$ cat config.mk
export PLATFORM = sky130hd
export DESIGN_NAME = max_find_arbiter
export DESIGN_NICKNAME = d
export VERILOG_FILES = /design/src/rtl/max_find_arbiter.sv
export SDC_FILE = /design/constraint.sdc
export NUM_CORES = 1
export LEC_CHECK = 0
export ABC_AREA = 1
export BUFFER_PORTS_ARGS = -buffer_cell sky130_fd_sc_hd__buf_4
export CAP_MARGIN = 10
export CORE_MARGIN = 3
export CORE_UTILIZATION = 47
export DETAILED_ROUTE_END_ITERATION = 8
export GPL_TIMING_DRIVEN = 0
export PLACE_DENSITY = 0.79
export SLEW_MARGIN = 40
export SYNTH_ARGS = -nofsm -noshare
export SYNTH_HDL_FRONTEND = slang
export SYNTH_SLANG_ARGS = --single-unit
$ cat constraint.sdc
create_clock -name clk -period 2.15 [get_ports clk]
set_input_delay 0 -clock clk [delete_from_list [all_inputs] [get_ports clk]]
set_output_delay 0 -clock clk [all_outputs]
set_load 0.02 [all_outputs]
$ cat src/rtl/max_find_arbiter.sv
// Two-requester round-robin arbiter feeding a signed 4-bit max-element scan.
// Define MAXF_EARLY_EXIT_EN to end the scan as soon as the running max hits +7.
module max_find_arbiter #(
    parameter bit FIRST_PRIO = 1'b0
) (
    input  logic        clk,
    input  logic        reset,
    input  logic        req0,
    input  logic        req1,
    input  logic [63:0] vec0,
    input  logic [63:0] vec1,
    output logic        gnt0,
    output logic        gnt1,
    output logic        busy,
    output logic        done,
    output logic        done_id,
    output logic [3:0]  max_index,
    output logic [3:0]  max_value
);

    typedef enum logic [1:0] {
        IDLE,
        SCAN,
        DONE
    } state_t;

    state_t state_q, state_n;

    logic [63:0]       vec_q, vec_n;
    logic signed [3:0] max_q, max_n;
    logic [3:0]        maxi_q, maxi_n;
    logic [3:0]        i_q, i_n;
    logic              last_q, last_n;
    logic              owner_q, owner_n;

    logic              gnt0_n, gnt1_n;
    logic              done_n, done_id_n;
    logic [3:0]        max_index_n, max_value_n;

    logic              win;
    logic              last_elem;
    logic signed [3:0] cand;

    assign cand = $signed(vec_q[{i_q, 2'b00} +: 4]);
    assign busy = (state_q != IDLE);

    always_comb begin
        state_n     = state_q;
        vec_n       = vec_q;
        max_n       = max_q;
        maxi_n      = maxi_q;
        i_n         = i_q;
        last_n      = last_q;
        owner_n     = owner_q;
        gnt0_n      = 1'b0;
        gnt1_n      = 1'b0;
        done_n      = 1'b0;
        done_id_n   = done_id;
        max_index_n = max_index;
        max_value_n = max_value;
        win         = 1'b0;
        last_elem   = 1'b0;

        unique case (state_q)
            IDLE: begin
                if (req0 || req1) begin
                    // Under contention the side not served last wins.
                    win     = (req0 && req1) ? ~last_q : req1;
                    vec_n   = win ? vec1 : vec0;
                    max_n   = $signed(vec_n[3:0]);
                    maxi_n  = 4'd0;
                    i_n     = 4'd1;
                    last_n  = win;
                    owner_n = win;
                    gnt0_n  = ~win;
                    gnt1_n  = win;
                    state_n = SCAN;
`ifdef MAXF_EARLY_EXIT_EN
                    if (vec_n[3:0] == 4'd7) begin
                        state_n     = DONE;
                        done_n      = 1'b1;
                        done_id_n   = win;
                        max_index_n = 4'd0;
                        max_value_n = 4'd7;
                    end
`endif
                end
            end
            SCAN: begin
                // Strict compare keeps the first occurrence on ties.
                if (cand > max_q) begin
                    max_n  = cand;
                    maxi_n = i_q;
                end
                last_elem = (i_q == 4'd15);
`ifdef MAXF_EARLY_EXIT_EN
                last_elem = last_elem || (max_n == 4'sd7);
`endif
                if (last_elem) begin
                    state_n     = DONE;
                    done_n      = 1'b1;
                    done_id_n   = owner_q;
                    max_index_n = maxi_n;
                    max_value_n = max_n;
                end else begin
                    i_n = i_q + 4'd1;
                end
            end
            DONE: begin
                state_n = IDLE;
            end
            default: begin
                state_n = IDLE;
            end
        endcase
    end

    always_ff @(posedge clk) begin
        if (reset) begin
            state_q   <= IDLE;
            vec_q     <= '0;
            max_q     <= '0;
            maxi_q    <= '0;
            i_q       <= '0;
            last_q    <= ~FIRST_PRIO;
            owner_q   <= 1'b0;
            gnt0      <= 1'b0;
            gnt1      <= 1'b0;
            done      <= 1'b0;
            done_id   <= 1'b0;
            max_index <= '0;
            max_value <= '0;
        end else begin
            state_q   <= state_n;
            vec_q     <= vec_n;
            max_q     <= max_n;
            maxi_q    <= maxi_n;
            i_q       <= i_n;
            last_q    <= last_n;
            owner_q   <= owner_n;
            gnt0      <= gnt0_n;
            gnt1      <= gnt1_n;
            done      <= done_n;
            done_id   <= done_id_n;
            max_index <= max_index_n;
            max_value <= max_value_n;
        end
    end

endmodule
==> impl_metrics.py <==
metrics = {
    "setup_path": {
        "cp_common_cell": "nand2_1",
        "crit_path_max_fanout": 10,
        "worst-setup-path-type": "reg2reg",
        "required_ns": 2.42,
        "arrival_ns": 2.67,
        "critPathCaptureType": "flop",
        "worst_path_max_delay_cell": "dfxtp_2",
        "crit_path_start_kind": "flop",
        "max_stage_delay_ns": 0.36,
        "reg2reg_slack_ns": -0.26,
        "path_cells": "buf_8, buf_4, nand2_1, nand2_1, nand3_1, nand3_2, nand2_2, ha_4, inv_2, nor2_1, o21ai_1, nand2_1, nand2_4, buf_6, nand3_1, nand2_2, a21oi_2",
    },
    "timing": {
        "fin_ws_ns": -0.257,
        "fin_crit_sh": 1.12,
        "fin_crit_ns": 2.41,
        "max_freq_mhz": 415,
        "report.final.slew_viol_count": 0,
        "tightest_slew_ns": 0.547,
        "slew_headroom": 0.635,
        "hold_viol_final": 0,
        "setup_violations": 16,
        "fin_skew_ns": 0.00856,
        "rsz0062_at_grt": "true",
    },
    "floorplanning": {
        "dieArea_um2": 11400,
        "core-area_um2": 9820,
        "die-height_um": 107,
        "rows": 36,
        "die_x_um": 107,
        "ios": 145,
        "start_util": 0.486,
    },
    "power": {
        "power_switching_uw": 1820,
        "pwr-share-comb": 0.388,
        "seqPwrFrac": 0.360,
        "leakage_uw": 0.00370,
        "switching_share": 0.341,
        "irDropWorstVdd_mv": 0.431,
        "clockPowerShare": 0.252,
        "pwr_density_cell_nw_per_um2": 664,
        "internal-power_uw": 3510,
    },
    "synth": {
        "syn_area_um2": 4770,
        "synth_xor_area_frac": 0,
        "synth_top_area_share": 0.386,
        "synth_top_family_by_area": "simple AND/OR/NAND/NOR gates",
        "netlist_instances": 666,
        "synth_fa_ha_area_frac": 0.0131,
        "postSynthAreaPerCell_um2": 7.16,
        "async_flop_share": 0,
        "yosys.area_share.simple": 0.335,
        "seq_area_frac_synth": 0.386,
        "synth_edf_count": 0,
        "synth_area_leaders": "dfxtp_1, nand2_1, o211ai_1",
        "yosysUniqueCellTypes": 35,
        "synth_common_cells": "nand2_1, dfxtp_1, inv_1, nand3_1, o211ai_1",
        "yosys_warnings": 0,
        "synth_mux_area_frac": 0,
        "synth_most_common_cell": "nand2_1",
        "ys.flop_type": "dfxtp_1",
        "synth_nets": 803,
        "yosys.area.top_type": "dfxtp_1",
        "ys_ff_latch": 92,
        "synth_compound_area_frac": 0.144,
    },
    "route": {
        "via_per_inst": 5.37,
        "drt_pass1_iterations": 6,
        "drc": 0,
        "vias": 5900,
        "wirelength_um": 18800,
        "drt_iter0_markers": 531,
        "wire_per_inst_um": 17.1,
        "postRouteAntennaNets": 0,
    },
    "run_status": {
        "status": "finished with violations",
        "violations": "setup timing",
    },
    "cells_and_area": {
        "drive_above_1_share": 0.347,
        "fin_nets": 1097,
        "num_antenna_cells": 0,
        "fin_util": 0.818,
        "fin_cells": 1098,
        "area_growth_pct": 68.4,
    },
    "grt": {
        "grt_usage": 0.309,
        "grt_first_pass_wirelength_um": 28000,
        "antenna_found_initial": 0,
        "grt_pass1_vias": 5931,
        "overflow": 0,
        "grt_start_max_net_pins": 16,
    },
    "cts": {
        "cts-root-buf": "clkbuf_8",
        "insertion_delay_ns": 0.38,
        "clk_pin_slew_ns": 0.09,
        "cts_tree": "built",
        "cts_sinks": 92,
        "numCtsBuffers": 9,
        "htreeDepth": 3,
        "max-clock-path-buffers": 2,
    },
    "place": {
        "place.gp.congestion": 0.889,
        "hpwl_um": 10500,
        "dp_cells": 943,
        "io_buffers": 144,
        "post-place-ws_ns": -0.391,
    },
    "run": {
        "max_cap_viol_count": 0,
    },
    "hold_path": {
        "worstHoldPathType": "in2reg",
    },
}
## layout by cell type (no fill, tap or decap), types with 5 or more instances in the layout
cell type	n
nand2_2	22
buf_6	16
clkbuf_4	5
clkbuf_8	10
inv_1	63
nand3_2	26
nor2_2	5
o211ai_2	13
dfxtp_1	90
o211ai_1	47
nor2_4	5
nand3_1	39
o21ai_0	6
inv_2	12
a21oi_1	10
buf_2	6
buf_4	158
a21oi_2	8
buf_8	5
nand2_1	217
or2_2	5
nand2_4	9
nor2_1	24
dlygate4sd3_1	124
## final cells by class
| type | instances | area, um^2 |
|---|---|---|
| multi-input cells | 460 | 2700 |
| clock buffers | 10 | 138 |
| well taps | 133 | 166 |
| clock inverters | 6 | 87.6 |
| plain buffers | 33 | 317 |
| repair buffers | 283 | 2460 |
| fillers | 571 | 1790 |
| flip-flops and latches | 92 | 1840 |
| inverters | 81 | 322 |
## final timing paths
path,startpoint,to,cells past startpoint
max reg2reg,i_q[0],max_q[2],17
min reg2reg,maxi_q[3],maxi_q[3],2
max,i_q[0],max_q[2],17
min,vec0[1],vec_q[1],3
## power groups by stage
stage	clock network, uW	logic [uW]	registers [uW]
after floorplan	0	864	1930
after global placement	0	1270	1940
after detailed placement	0	1290	1950
after CTS	1320	1700	1910
after global routing	1420	2210	1930
final	1340	2070	1920
## registers in the layout (all words and copies together) (netlist names), 2 cells and up
signal	cells
vec_q	64
i_q	4
max_index	4
max_q	4
max_value	4
maxi_q	4
state_q	2
## what timing repair did
action / CTS / global route
setup endpoints to repair: 16 / 20
resized for setup: 38 / 78
hold buffers: 124 / 0
buffers inserted: 8 / 7
cloned: 0 / 1
hold endpoints to repair: 67 / 0
pin swaps: 14 / 36
## worst max-delay path: cells and delay by family, from the launching register on
family	cells	cell delay, ns
AO/OA/AOI/OAI	2	0.18
buffers and inverters	4	0.54
flip-flops	1	0.36
AND/OR/NAND/NOR	10	0.97
adder cells (fa/ha/maj)	1	0.25
## kinds of logic after synthesis
kind of cell / Yosys count
AO/OA/AOI/OAI: 90
adder cells (fa/ha/maj): 5
buffers and inverters: 115
flip-flops: 92
AND/OR/NAND/NOR: 364
## per-layer routing
layer | routed length, um | track usage | share of wire
met5 | 0 | 0 | 0
met4 | 887 | 0.166 | 0.047
met3 | 1410 | 0.0421 | 0.075
met2 | 9390 | 0.554 | 0.50
met1 | 7100 | 0.352 | 0.38
## through the flow
step                      cell area [um^2]  TNS [ns]  total power (uW)  hold slack (ns)
after CTS                             7650     -2.85              4920          0.00953
final                                 8030     -3.58              5330           0.0170
after detailed placement              6020     -5.69              3240            0.206
after global routing                  8030     -5.35              5560           0.0232
after global placement                6020     -5.64              3210            0.203
after floorplan                       4770         0              2800           0.0691
Note: power is estimated with default switching activity, not from simulation.
